File: src/rtl/fetch_unit.sv
// ---------------------------------------------------------------------------
// fetch_unit
//
// Instruction fetch stage in front of decode. Owns the fetch PC and issues
// one word read at a time to instruction memory over a req/ack handshake.
// Returned words and their PCs go into a small prefetch queue, which feeds
// decode over valid/ready. A branch redirect flushes the queue and re-steers
// the fetch PC.
//
// Ports
//   clk          clock, all state updates on posedge
//   reset        synchronous, active-high
//   redirect     taken branch: flush queue, refetch from redirect_pc
//   redirect_pc  new fetch address; bits [1:0] are forced to zero
//   mem_req      read request to instruction memory (registered)
//   mem_addr     word address of the request (registered)
//   mem_ack      one-cycle strobe, mem_data valid for the current request
//   mem_data     returned instruction word
//   inst_valid   queue head valid
//   inst         queue head instruction, 0 when !inst_valid
//   inst_pc      PC of queue head, 0 when !inst_valid
//   inst_ready   decode accepts the head this cycle
//   fsm_state    debug view of the fetch FSM (0 = RUN, 1 = DISCARD)
//
// Handshakes
//   Memory side: mem_req rises with mem_addr and then holds both unchanged
//   until the cycle mem_ack is high; that cycle completes the request (ack
//   may come in the very first cycle of mem_req). mem_ack while mem_req is
//   low is ignored. Decode side: a transfer happens on every posedge where
//   inst_valid && inst_ready; inst/inst_pc are zero whenever inst_valid is 0.
// ---------------------------------------------------------------------------
module fetch_unit #(
  parameter int               WIDTH    = 32,
  parameter int               DEPTH    = 4,
  parameter logic [WIDTH-1:0] RESET_PC = '0
) (
  input  logic             clk,
  input  logic             reset,
  input  logic             redirect,
  input  logic [WIDTH-1:0] redirect_pc,
  output logic             mem_req,
  output logic [WIDTH-1:0] mem_addr,
  input  logic             mem_ack,
  input  logic [WIDTH-1:0] mem_data,
  output logic             inst_valid,
  output logic [WIDTH-1:0] inst,
  output logic [WIDTH-1:0] inst_pc,
  input  logic             inst_ready,
  output logic [0:0]       fsm_state
);

  localparam int PTR_W = $clog2(DEPTH);
  localparam int CNT_W = PTR_W + 1;

  localparam logic [0:0] ST_RUN     = 1'b0;
  localparam logic [0:0] ST_DISCARD = 1'b1;

  localparam logic [WIDTH-1:0] PC_STEP = WIDTH'(4);

  // -------------------------------------------------------------------------
  // State
  // -------------------------------------------------------------------------
  logic [0:0]       state;
  logic [WIDTH-1:0] fetch_pc;
  logic [PTR_W-1:0] head;
  logic [PTR_W-1:0] tail;
  logic [CNT_W-1:0] count;

  logic [WIDTH-1:0] q_pc   [DEPTH];
  logic [WIDTH-1:0] q_data [DEPTH];

  // -------------------------------------------------------------------------
  // Next-state signals
  // -------------------------------------------------------------------------
  logic             ack_fire;
  logic             push;
  logic             pop;
  logic             outstanding_next;
  logic [0:0]       state_next;
  logic [CNT_W-1:0] count_next;
  logic [WIDTH-1:0] fetch_pc_next;
  logic             req_next;
  logic [WIDTH-1:0] addr_next;
  logic [WIDTH-1:0] redirect_target;

  // The low two bits of a redirect target never reach any register.
  logic unused_redirect_bits;
  assign unused_redirect_bits = ^redirect_pc[1:0];

  assign redirect_target = {redirect_pc[WIDTH-1:2], 2'b00};

  // An ack only counts against a live request.
  assign ack_fire = mem_req && mem_ack;

  // A redirect in the same cycle wins over both queue operations: the acked
  // word belongs to the wrong path and the head being popped is flushed.
  assign push = ack_fire && (state == ST_RUN) && !redirect;
  assign pop  = inst_valid && inst_ready && !redirect;

  // Request still in flight after this edge.
  assign outstanding_next = mem_req && !mem_ack;

  always_comb begin
    count_next = count;
    if (redirect) begin
      count_next = '0;
    end else begin
      case ({push, pop})
        2'b10:   count_next = count + CNT_W'(1);
        2'b01:   count_next = count - CNT_W'(1);
        default: count_next = count;
      endcase
    end
  end

  always_comb begin
    state_next = state;
    case (state)
      ST_RUN: begin
        // A wrong-path request that cannot complete this cycle must still be
        // drained from memory before a new one can be issued.
        if (redirect && outstanding_next) state_next = ST_DISCARD;
        else                              state_next = ST_RUN;
      end
      ST_DISCARD: begin
        // Redirects here only move fetch_pc; the stale ack ends the drain.
        if (ack_fire) state_next = ST_RUN;
        else          state_next = ST_DISCARD;
      end
      default: state_next = ST_RUN;
    endcase
  end

  always_comb begin
    fetch_pc_next = fetch_pc;
    if (redirect)  fetch_pc_next = redirect_target;
    else if (push) fetch_pc_next = fetch_pc + PC_STEP;
  end

  // Queue space is reserved when a request issues: with no request in
  // flight after this edge, a new one may go out only if the queue will
  // still have a free slot for its data. That is what keeps the queue from
  // ever overflowing, and lets a zero-wait memory stream one word per cycle.
  always_comb begin
    req_next  = 1'b0;
    addr_next = mem_addr;
    if (outstanding_next) begin
      req_next  = 1'b1;
      addr_next = mem_addr;
    end else begin
      req_next  = (state_next == ST_RUN) && (count_next < CNT_W'(DEPTH));
      addr_next = fetch_pc_next;
    end
  end

  // -------------------------------------------------------------------------
  // Registers
  // -------------------------------------------------------------------------
  always_ff @(posedge clk) begin
    if (reset) begin
      state    <= ST_RUN;
      fetch_pc <= RESET_PC;
      mem_req  <= 1'b0;
      mem_addr <= RESET_PC;
      count    <= '0;
      head     <= '0;
      tail     <= '0;
    end else begin
      state    <= state_next;
      fetch_pc <= fetch_pc_next;
      mem_req  <= req_next;
      mem_addr <= addr_next;
      count    <= count_next;
      if (redirect) begin
        head <= '0;
        tail <= '0;
      end else begin
        if (push) tail <= tail + PTR_W'(1);
        if (pop)  head <= head + PTR_W'(1);
      end
    end
  end

  // Queue storage carries no reset; entries are only read while counted.
  always_ff @(posedge clk) begin
    if (!reset && push) begin
      q_pc[tail]   <= mem_addr;
      q_data[tail] <= mem_data;
    end
  end

  // -------------------------------------------------------------------------
  // Outputs
  // -------------------------------------------------------------------------
  assign inst_valid = (count != '0);
  assign inst       = inst_valid ? q_data[head] : '0;
  assign inst_pc    = inst_valid ? q_pc[head]   : '0;
  assign fsm_state  = state;

endmodule
File: config.mk
export PLATFORM = sky130hd
export DESIGN_NAME = fetch_unit
export DESIGN_NICKNAME = d
export VERILOG_FILES = /design/src/rtl/fetch_unit.sv
export SDC_FILE = /design/constraint.sdc
export NUM_CORES = 1
export LEC_CHECK = 0
export CAP_MARGIN = 25
export CORE_UTILIZATION = 55
export DETAILED_ROUTE_END_ITERATION = 16
export PLACE_DENSITY_LB_ADDON = 0.1
export SYNTH_ARGS = -nofsm -noshare
export SYNTH_HDL_FRONTEND = slang
export SYNTH_SLANG_ARGS = --single-unit
File: constraint.sdc
create_clock -name clk -period 4.6 [get_ports clk]
set_input_delay 0.92 -clock clk [delete_from_list [all_inputs] [get_ports clk]]
set_output_delay 0.92 -clock clk [all_outputs]
set_load 0.01 [all_outputs]
# After elaboration in Yosys (flattened, before gate mapping)
# Memories as Yosys holds them, arrays and structs flattened. A register that Yosys moved wholly into a read port is not among the register bits.
# Index checks and enable logic that the tools add are counted.
# op_classes
addsub	5
order_cmp	1
n_eq_ne	2
mux	16
bitwise	2
n_reduce_logical	14
# op_table
cell	n
two-way mux 32 bit	4
adder 32 x 3 -> 32 bit (second input constant)	1
logical AND 1 bit	9
two-way mux 2 bit	4
one-hot mux 3 bit (2 select lines)	1
two-way mux 1 bit	5
adder 2 x 1 -> 2 bit (second input constant)	2
adder 3 x 1 -> 3 bit (second input constant)	1
zero test 1 bit	3
< comparator 3 bit (second input constant)	1
two-way mux 3 bit	1
nonzero test 3 bit	1
subtractor 3 x 1 -> 3 bit (second input constant)	1
equality test 2 x 1 -> 1 bit (second input constant)	1
equality test 2 bit (second input constant)	1
NOT 1 bit	2
one-hot mux 1 bit (2 select lines)	1
OR reduction 2 bit	1
# totals
regBits	73
mem_bits_rw	256
inputBits	69
out_inout_bits	99
elab_cells	49
memories	2
# mem_list
memory	words	word_bits	read_ports	rd_clocked_by_memory_dff	write_ports	line_no	rtl
q_data	4	32	1	1	1	70	logic [WIDTH-1:0] q_data [DEPTH];
q_pc	4	32	1	1	1	69	logic [WIDTH-1:0] q_pc [DEPTH];

# Depth between registers and ports, before layout
# logic_depth
depth_word	9
ltp_mapped	10
ltp_nobuf	9

# Worst setup path before layout
# Ideal clock, no wire load.
# synth_path
path_type	input -> register
from	input port mem_ack
to	memory q_data[0][0], enable pin
setup_ps	429
t_arrival_ps	3105
required_ps	4171
path_slack_ps	1066
stages	4
path_buffers	2
path_cell_list	and3b_1 > buf_2 > clkbuf_1 > and3_1
# synth_between
elab_chain_len	6
# synth_lines
element	line_no	rtl
start: declaration	43	input logic mem_ack,
logical AND 1 bit	93	assign ack_fire = mem_req && mem_ack;
logical AND 1 bit (2 in series)	97	assign push = ack_fire && (state == ST_RUN) && !redirect;
logical AND 1 bit	186	if (!reset && push) begin
two-way mux 1 bit	186	
two-way mux 1 bit (implied by the code)	188	q_data[tail] <= mem_data;
end: declaration	70	
# No other way between the ends.

==> key figures <==
Power
  – Power Density: 384 mW/mm^2
  – Peak VDD IR: between 0.3 and 0.4 mV
  – P_leak: 0.00530 uW
  – Post-layout total power: between 6000 and 7000 uW

Run status
  – Status: complete, no violations

Routing
  – Vias/cell: 5.79
  – Post-route ant nets: 0
  – Initial DRC Count: 618
  – DR pass1 iterations: 7
  – Avg WL per Cell: ~20 um
  – Total wire length: 27300 um
  – Remaining DRCs: 0
  – Vias post-DR: 7700

Worst setup path
  – Critical-path top delay cell: dfxtp_4
  – WP data required: 3.68 ns
  – Crit end category: output pin
  – Critical path arrival: between 2 and 3 ns
  – Critical path, cell by cell: buf_4 > mux4_2 > and2_1 > clkdlybuf4s50_1
  – Critical path type: flop to output pin
  – Worst path max stage delay: between 0.7 and 0.8 ns
  – Startpoint types: flop
  – CP Max Fanout: 32

Floorplanning
  – Initial Util: 56.1%
  – # rows: 56
  – Core area: 0.0234 sq mm
  – Die height: 156 um
  – I/O pins: ~170
  – Die width: 156 um
  – Die area: between 0.02 and 0.025 sq mm

Hold path
  – HP Class: flop to flop

Timing
  – RSZ-0062 raised after global routing: no
  – Final Slew Violations: 0
  – Min cycle time layout: 3.78 ns
  – Skew final: 0.0187 ns
  – Hold Vio Cnt, Final: 0
  – Worst rel slew slack: 35.4%
  – Worst Max-Slew Pin Slew: 0.969 ns
  – Fmax: between 200 and 300 MHz
  – Final setup fails: 0
  – Period utilization: 82.1%
  – Setup_tns: 0 ns

Place
  – RD Place Congestion: 0.870
  – # port buffers: 165
  – DP Wirelength: ~17000 um

Synth
  – Post-synth EDFFs: 256
  – Synthesized instance count: between 800 and 900
  – Avg Cell Area, Syn: roughly 16 sq um
  – Predominant post-synthesis flop cell: edfxtp_1
  – Syn Std Cell Area: between 0.01 and 0.015 sq mm
  – #FFs+latches synth: approximately 330
  – Dominant cells by area after synthesis: edfxtp_1 59%, dfxtp_1 11%, mux4_2 11%
  – Ys Warns: 0
  – Post-synth top area cell: edfxtp_1
  – Register area share after synthesis: 70.0%
  – Yosys cell types: 57
  – Mapped Nets: roughly 890
  – Synth top area share: 58.6%
  – Ys async rst share: 0%

Clock network
  – Clock edge transition at the registers on the reported setup and hold paths: about 0.060 ns
  – Setup Buffers After CTS: 0
  – CTS resizes: 0
  – Htree depth: 2
  – Clock sink count: 331
  – Clock Tree Root: clkbuf_16
  – CTS max path bufs: 3
  – Clock buffer count from CTS: 34
  – Hold Buf Count CTS: 0
  – Clock latency on the worst-skew pair: 0.51 ns
  – CTS tree: done

Finish
  – # nets final: 1063
  – Fillers: 1611
  – Ant diodes: 0
  – Layout cells sized above 1: 13.6%
  – Synth-to-Final Area Change: 23.8%

Global route
  – Remaining Overflow, GRT: 0
  – Initial antenna violation count: 0
  – Global-route wire length before repair: 42200 um
  – Largest net degree at the start of global routing: between 60 and 70
  – Number of global-route vias before repair: 7733
  – GRT Overall Usage: 22.8%

Flow run
  – Max Cap Viol: 0
stage by stage:
step	util [%]	hold WS, ns	cells	area, sq um	worst slack [ns]
finish	69.4	0.463	1330	16200	0.823
global placement	64.9	0.443	1270	15200	0.868
detailed placement	64.9	0.447	1270	15200	0.725
global route	69.4	0.494	1330	16200	0.615
CTS	69.4	0.467	1330	16200	0.713
floorplan	-	0.429	817	13100	1.07
metal layers:
metal	track usage (%)	routed length, um	vias to the layer above
met5	0	0	-
met4	6.86	568	0
met3	3.77	1360	45
met2	37.8	13500	246
met1	31.3	11800	3904
li1	-	-	3505
path summary, 6_finish.rpt:
path | startpoint | to | slack (ns) | depth (start not counted)
min | fetch_pc[0] | fetch_pc[0] | 0.46 | 1
min reg2reg | fetch_pc[0] | fetch_pc[0] | 0.46 | 1
max reg2reg | count[0] | mem_req | 1.90 | 9
max | flop | inst_pc[5] | 0.82 | 4
cell type report:
class | count | area [sq um] | area share, %
sequential | 331 | 9200 | 56.6
multi-input combinational | 430 | 3720 | 22.9
tap | 319 | 399 | 2.46
inverter | 8 | 30.0 | 0.185
clock buffer | 47 | 972 | 5.98
timing repair buffer | 182 | 1840 | 11.3
clock inverter | 13 | 83.8 | 0.516
Yosys cell counts, drive strengths merged (4+ instances only):
cell type    n
mux2i        6
buf         12
nor4         6
nand4        9
o311a        4
o21a         4
mux4        64
dfxtp       75
nand3       21
o31ai        6
inv          6
and2        70
ha           6
a21oi       14
edfxtp     256
nand2       43
o22a         7
xor2         5
or3          5
nor3        16
and3         9
and4         5
a211oi      11
nor2        42
clkbuf      36
nand2b       5
o21ai       22
a31oi        4
xnor2       11
cells in the final DEF (no fill, tap or decap), types with 8 or more instances in the layout:
| cell | Yosys | layout |
|---|---|---|
| clkinv_1 | 2 | 10 |
| o21ai_0 | 22 | 22 |
| dfxtp_1 | 75 | 73 |
| xnor2_1 | 11 | 11 |
| nand4_1 | 9 | 9 |
| mux4_2 | 64 | 64 |
| edfxtp_1 | 256 | 256 |
| buf_4 | 0 | 12 |
| clkbuf_16 | 0 | 36 |
| a21oi_1 | 14 | 14 |
| and2_1 | 70 | 70 |
| nand2_1 | 42 | 42 |
| clkbuf_1 | 36 | 8 |
| nand3_1 | 21 | 21 |
| nor2_1 | 42 | 42 |
| a211oi_1 | 11 | 11 |
| clkdlybuf4s50_1 | 0 | 165 |
| nor3_1 | 16 | 16 |
critical path, delay by kind of cell (launching register included):
family,cells,cell delay [ns]
buf+inv,2,0.84
flops,1,0.78
mux,1,0.54
simple gates,1,0.17
power breakdown:
group	total (uW)	leakage [uW]	switching, uW	internal, uW
clock	2600	0.000518	1070	1530
sequential	3340	0.00295	60.5	3280
combinational	308	0.00183	145	163
cells by family (layout without fill, tap and decap cells):
family	Yosys count	count (layout)	share of synthesized area, %
AND/OR/NAND/NOR	245	245	10.1
XOR/XNOR	16	16	1.07
buffers and inverters	56	250	1.75
AO/OA/AOI/OAI	91	91	4.80
flip-flops	331	331	70.0
adder cells (fa/ha/maj)	7	7	0.725
multiplexers	71	71	11.5
registers in the layout, summed over array words and instances (netlist names), named ones only:
signal and count:
count 3, fetch_pc 32, fsm_state 1, head 2
mem_addr 32, mem_req 1, q_data 128, q_pc 128
tail 2
No activity file was read; power rests on OpenSTA's default activity.
